$ cat src/rtl/booth_pkg.sv
// Shared definitions for the sequential Booth multiplier: FSM state encoding
// and the iteration-counter width helper.
package booth_pkg;

   typedef enum logic [1:0] {
      ST_IDLE = 2'd0,
      ST_CALC = 2'd1,
      ST_DONE = 2'd2
   } state_e;

   // The counter has to hold E = WIDTH+1, the number of Booth steps.
   function automatic int cnt_w(input int width);
      return $clog2(width + 2);
   endfunction

endpackage

$ cat src/rtl/booth_step.sv
// One radix-2 Booth iteration: conditional add/sub of M into A, then an
// arithmetic right shift of {A,Q,q_1}.
module booth_step
   import booth_pkg::*;
#(
   parameter int E = 9
) (
   input  logic [E:0]   a,
   input  logic [E-1:0] q,
   input  logic         q_1,
   input  logic [E:0]   m,
   output logic [E:0]   a_nxt,
   output logic [E-1:0] q_nxt,
   output logic         q_1_nxt
);

   logic [E:0] sum;

   always_comb begin
      sum = a;
      case ({q[0], q_1})
         2'b10:   sum = a - m;
         2'b01:   sum = a + m;
         default: sum = a;
      endcase
      a_nxt   = {sum[E], sum[E:1]};
      q_nxt   = {sum[0], q[E-1:1]};
      q_1_nxt = q[0];
   end

endmodule

$ cat src/rtl/booth_mult_seq.sv
// Iterative radix-2 Booth multiplier, one multiplier bit per clock, with
// ready/valid operand intake and a held valid/ready product output.
module booth_mult_seq
   import booth_pkg::*;
#(
   parameter int WIDTH = 8
) (
   input  logic                 clk,
   input  logic                 rst,
   input  logic                 in_valid,
   output logic                 in_ready,
   input  logic [WIDTH-1:0]     x,
   input  logic [WIDTH-1:0]     y,
   input  logic                 is_signed,
   output logic                 out_valid,
   input  logic                 out_ready,
   output logic [2*WIDTH-1:0]   product,
   output logic                 busy
);

   localparam int E  = WIDTH + 1;
   localparam int CW = cnt_w(WIDTH);

   state_e               state_q, state_d;
   logic [E:0]           a_q, a_d;
   logic [E-1:0]         q_q, q_d;
   logic                 q1_q, q1_d;
   logic [E:0]           m_q, m_d;
   logic [CW-1:0]        cnt_q, cnt_d;
   logic [2*WIDTH-1:0]   prod_q, prod_d;

   logic [E:0]           a_nxt;
   logic [E-1:0]         q_nxt;
   logic                 q1_nxt;

   booth_step #(.E(E)) u_step (
      .a       (a_q),
      .q       (q_q),
      .q_1     (q1_q),
      .m       (m_q),
      .a_nxt   (a_nxt),
      .q_nxt   (q_nxt),
      .q_1_nxt (q1_nxt)
   );

   always_comb begin
      state_d = state_q;
      a_d     = a_q;
      q_d     = q_q;
      q1_d    = q1_q;
      m_d     = m_q;
      cnt_d   = cnt_q;
      prod_d  = prod_q;
      case (state_q)
         ST_IDLE: begin
            if (in_valid) begin
               // One extra bit makes unsigned operands look non-negative to Booth.
               a_d     = '0;
               q_d     = {is_signed & x[WIDTH-1], x};
               q1_d    = 1'b0;
               m_d     = {{2{is_signed & y[WIDTH-1]}}, y};
               cnt_d   = CW'(E);
               state_d = ST_CALC;
            end
         end
         ST_CALC: begin
            a_d   = a_nxt;
            q_d   = q_nxt;
            q1_d  = q1_nxt;
            cnt_d = cnt_q - CW'(1);
            if (cnt_q == CW'(1)) begin
               prod_d  = {a_nxt[WIDTH-2:0], q_nxt};
               state_d = ST_DONE;
            end
         end
         ST_DONE: begin
            if (out_ready) state_d = ST_IDLE;
         end
         default: state_d = ST_IDLE;
      endcase
   end

   always_ff @(posedge clk) begin
      if (rst) begin
         state_q <= ST_IDLE;
         a_q     <= '0;
         q_q     <= '0;
         q1_q    <= 1'b0;
         m_q     <= '0;
         cnt_q   <= '0;
         prod_q  <= '0;
      end else begin
         state_q <= state_d;
         a_q     <= a_d;
         q_q     <= q_d;
         q1_q    <= q1_d;
         m_q     <= m_d;
         cnt_q   <= cnt_d;
         prod_q  <= prod_d;
      end
   end

   assign in_ready  = (state_q == ST_IDLE);
   assign out_valid = (state_q == ST_DONE);
   assign busy      = (state_q == ST_CALC) || (state_q == ST_DONE);
   assign product   = prod_q;

endmodule

$ cat config.mk
export PLATFORM = sky130hd
export DESIGN_NAME = booth_mult_seq
export DESIGN_NICKNAME = d
export VERILOG_FILES = /design/src/rtl/booth_pkg.sv /design/src/rtl/booth_step.sv /design/src/rtl/booth_mult_seq.sv
export SDC_FILE = /design/constraint.sdc
export NUM_CORES = 1
export LEC_CHECK = 0
export CAP_MARGIN = 25
export CORE_ASPECT_RATIO = 0.9
export CORE_MARGIN = 2
export CORE_UTILIZATION = 55
export CTS_CLUSTER_DIAMETER = 40
export DETAILED_ROUTE_END_ITERATION = 16
export PLACE_DENSITY = 0.82
export SLEW_MARGIN = 10
export SYNTH_ARGS = -nofsm -noshare
export SYNTH_HDL_FRONTEND = slang
export SYNTH_HIERARCHICAL = 1
export SYNTH_SLANG_ARGS = --single-unit
$ cat constraint.sdc
create_clock -name clk -period 8.7 [get_ports clk]
set_input_delay 2.175 -clock clk [delete_from_list [all_inputs] [get_ports clk]]
set_output_delay 2.175 -clock clk [all_outputs]
set_load 0.005 [all_outputs]
# == Yosys cells after proc, flatten, opt, wreduce, memory -nomap -nowiden ==
# Index checks and enable logic that the tools add are counted.
# W data, S select, Z words.
# op_classes
mux,13
eq_ne,8
bitwise,2
n_addsub,3
n_reduce_logical,7
# op_table
op,count
$pmux W10 S2,2
$pmux W9 S2,1
$add A10 B10 Y10,1
$mux W10,1
$sub A10 B10 Y10,1
$mux W9,1
$pmux W4 S2,1
$mux W2,3
$pmux W2 S3,1
$reduce_and A2 Y1,3
$eq A2 B1 Y1 const B,2
$eq A2 B2 Y1 const B,2
$eq A4 B1 Y1 const B,1
$mux W4,1
$ne A2 B2 Y1 const B,2
$sub A4 B1 Y4 const B,1
$reduce_and A3 Y1,1
$and A1 B1 Y1,2
$logic_not A2 Y1,1
$ne A2 B1 Y1 const B,1
$pmux W1 S2,1
$reduce_bool A2 Y1,1
$logic_or A1 B1 Y1,1
$mux W1,1
# word_totals
reg_bits,51
in_bits,21
out_inout_bits,19
wordCells,40

# == Depth between registers and ports, before layout ==
# logic_depth
word_depth,3
mapped_depth,15
ltp_nobuf,13

# == Hierarchy ==
# Netlist, hierarchy kept.
# modules_own_cells
module,seq_area_each_um2,cells_each,area_per_inst_um2,instances
booth_mult_seq,1021.0,233,2075.7,1
booth_step,0.0,106,757.0,1

# == Least setup slack after synthesis ==
# OpenSTA, ideal clock, no wires.
# synth_path
kind,input to register
from,input port in_valid
to,register a_q[2]
path_stages,5
slack_ns,5.731
setup_ns,0.065
arrival_time_ns,2.904
required_time_ns,8.635
path_buffers,1
path_cell_list,nand2b_2 o21ai_1 buf_4 a22oi_1 nor2_1
# synth_via
elab_chain_cells,2
# synth_rtl
item,line_no,rtl
"start, declared",booth_mult_seq.sv:10,"input logic in_valid,"
$ne A2 B2 Y1 (no line),--,
$reduce_and A2 Y1 (no line),--,
"end signal, assigned",booth_mult_seq.sv:86,a_q <= '0;
"end signal, assigned",booth_mult_seq.sv:94,a_q <= a_d;
"end, declared",booth_mult_seq.sv:25,"logic [E:0] a_q, a_d;"
# Every way passes these cells.
# A chain may end at the register's enable or synchronous reset.

# == Worst setup path in the final report ==
# layout_path
from,register state_q[0]
to,output port in_ready
# layout_via
elab_chain_cells,1
# layout_rtl
item,line_no,rtl
"start, declared",booth_mult_seq.sv:24,"state_e state_q, state_d;"
"start signal, assigned",booth_mult_seq.sv:93,state_q <= state_d;
$logic_not A2 Y1,booth_mult_seq.sv:103,assign in_ready = (state_q == ST_IDLE);
"end, declared",booth_mult_seq.sv:11,"output logic in_ready,"
# Every way passes these cells.

==> results.json <==
{
  "grt_max_degree": 52,
  "place_congestion": 0.861,
  "routed_wl_um": 6020,
  "maxSlewHeadroom": 0.337,
  "synth_area_um2": 2830,
  "ff2ff_path_depth": 12,
  "met1_usage": 0.305,
  "crit_chain": "inv_1, ha_1, clkdlybuf4s50_1",
  "syn_to_final_growth_pct": 13.0,
  "row_count": 24,
  "finClkSkew_ns": 0.00333,
  "critPathKind": "reg2out",
  "grt_pass1_vias": 2247,
  "tightest_slew_ns": 0.994,
  "min-delay-start": "product[14]",
  "fp.coreArea_um2": 4890,
  "antenna_cells": 0,
  "syn_inst": 339,
  "timing.rr.end": "a_q[6]",
  "numCtsBuffers": 5,
  "syn_area_per_cell_um2": 8.36,
  "clkLatencyLatePin_ns": 0.30,
  "antenna_found_initial": 0,
  "cts.path.max_buffers": 2,
  "rsz0062_at_grt": "false",
  "hold_path_class": "reg2reg",
  "track_usage": 0.225,
  "drt-initial-drc-count": 141,
  "num_io_pins": 40,
  "worstHoldEndpoint": "product[14]",
  "ys.warnings.count": 6,
  "end_kind": "output port",
  "nFillCells": 398,
  "cts-root-buf": "clkbuf_8",
  "setup_viol": 0,
  "synth_fp_nets": 377,
  "min_path_cells": 2,
  "min_period_over_period": 0.442,
  "layout_min_cycle_time_ns": 3.85,
  "port_buffers": 39,
  "dieArea_um2": 5740,
  "dieHeight_um": 72.1,
  "grt_overflow_total": 0,
  "status": "complete, no violations",
  "reg2reg_slack_ns": 5.37,
  "crit_arrival_ns": 1.67,
  "critical_path.max_fanout": 8,
  "ctsResizeCount": 0,
  "initial_core_util": 0.579,
  "hpwl_um": 4350,
  "final_nets": 395,
  "grt_use_met2": 0.372,
  "mostFrequentLayoutCells": "nand2_1 (60), dfxtp_1 (51), clkdlybuf4s50_1 (38)",
  "via_per_inst": 5.57,
  "p_total_w": 0.000828,
  "detail-route-antenna-nets": 0,
  "hold_buffers": 0,
  "r2r-start": "q_q[0]",
  "required_ns": 6.53,
  "hold_violations": 0,
  "layout_commonest_cell": "nand2_1",
  "first_pass_iters": 4,
  "irDropWorstVdd_mv": 0.150,
  "post-cts-setup-buffers": 0,
  "grt_pass1_wl_um": 10200,
  "p_leak_nw": 1.19,
  "gr-max-usage-layer": "met2",
  "fmax_ghz": 0.260,
  "ys_seq_elements": 51,
  "slew_violations": 0,
  "cts.htree.levels": 2,
  "cts_tree": "done",
  "drc": 0,
  "use_met3": 0.0435,
  "cts.sinks": 51,
  "synth_cell_type_count": 44,
  "crit_slowest_cell": "clkdlybuf4s50_1",
  "cap_violations": 0,
  "clk_pin_slew_ns": 0.09,
  "powerDensity_nw_per_um2": 259,
  "wire_per_inst_um": 14.2,
  "synth_seq_area_share": 0.360,
  "die_w_um": 79.7,
  "cp-start-kind": "register",
  "layout-drive-gt1-share": 0.0894,
  "slowest_delay_ns": 0.57,
  "vias": 2357,
  "setup_tns_ns": 0
}
cell families after synthesis:
kind of cell,count (synthesis),synth area share
AO/OA/AOI/OAI,90,0.215
XOR/XNOR,15,0.0464
adder cells (fa/ha/maj),17,0.0777
buffers and inverters,39,0.0817
flip-flops,51,0.360
multiplexers,11,0.0402
AND/OR/NAND/NOR,116,0.179
flip-flops by register name (all words and copies together) (netlist names):
name	count
state_q	2
cnt_q	4
m_q	9
product	16
a_q	10
q1_q	1
q_q	9
report_power, final:
| part | leakage, nW | internal [W] | total [W] | switching (W) |
|---|---|---|---|---|
| sequential | 0.415 | 0.000271 | 0.000306 | 0.0000357 |
| clock | 0.0483 | 0.0000568 | 0.000138 | 0.0000810 |
| combinational | 0.726 | 0.000158 | 0.000384 | 0.000226 |
per-stage QoR:
stage | util | cells | worst slack [ns] | instance area [um2] | hold WS (ns)
after floorplan | - | 339 | 5.73 | 2830 | 0.453
after global placement | 0.634 | 414 | 4.83 | 3110 | 0.448
after detailed placement | 0.634 | 414 | 4.71 | 3110 | 0.452
after CTS | 0.652 | 422 | 4.85 | 3190 | 0.469
after global routing | 0.654 | 423 | 4.74 | 3200 | 0.494
final | 0.654 | 423 | 4.85 | 3200 | 0.466
worst max path at each step:
stage                     startpoint       end  slack (ns)  depth (start not counted)
after detailed placement    in_valid    a_q[0]        4.71                          5
after global placement      in_valid    a_q[9]        4.83                          5
final                     state_q[0]  in_ready        4.85                          3
after floorplan             in_valid    a_q[2]        5.73                          5
after CTS                 state_q[0]  in_ready        4.85                          3
after global routing      state_q[1]  in_ready        4.74                          3
critical path, delay by kind of cell, from the launching register on:
kind	cells	cell delay (ns)
DFF	1	0.34
buffers and inverters	2	0.65
adders and majority gates	1	0.38
layer usage:
layer,part of all wire,routed length (um)
met5,0,0
met4,0.0088,53
met3,0.059,358
met2,0.47,2820
met1,0.46,2790
layout make-up:
| type | count | area, um2 | share of cell area |
|---|---|---|---|
| clock buffers | 5 | 68.8 | 0.0215 |
| clock inverters | 3 | 18.8 | 0.00586 |
| inverters | 10 | 37.5 | 0.0117 |
| multi-input cells | 249 | 1580 | 0.494 |
| flip-flops and latches | 51 | 1020 | 0.319 |
| well taps | 65 | 81.3 | 0.0254 |
| repair buffers | 40 | 393 | 0.123 |
cells in the mapped netlist (all sizes together):
library cell / n / area share
o21bai: 1 / 0.0027
nor3b: 1 / 0.0044
xor2: 11 / 0.034
a221oi: 1 / 0.0031
a211oi: 13 / 0.036
buf: 23 / 0.061
a22oi: 12 / 0.032
a21oi: 35 / 0.076
nand2b: 5 / 0.012
o211ai: 2 / 0.0053
nand2: 61 / 0.082
ha: 16 / 0.071
dfxtp: 51 / 0.36
mux2: 3 / 0.012
nor2b: 1 / 0.0022
nor3: 9 / 0.016
or3: 1 / 0.0022
a21o: 3 / 0.0079
xnor2: 4 / 0.012
mux2i: 8 / 0.028
a311oi: 1 / 0.0031
and2b: 1 / 0.0027
nor4: 1 / 0.0075
nor2: 32 / 0.042
fa: 1 / 0.0071
o31ai: 1 / 0.0027
clkbuf: 6 / 0.0079
inv: 10 / 0.013
nand3: 2 / 0.0035
and2: 2 / 0.0044
o21ai: 16 / 0.032
a31oi: 5 / 0.013
No activity file was read; power rests on OpenSTA's default activity.
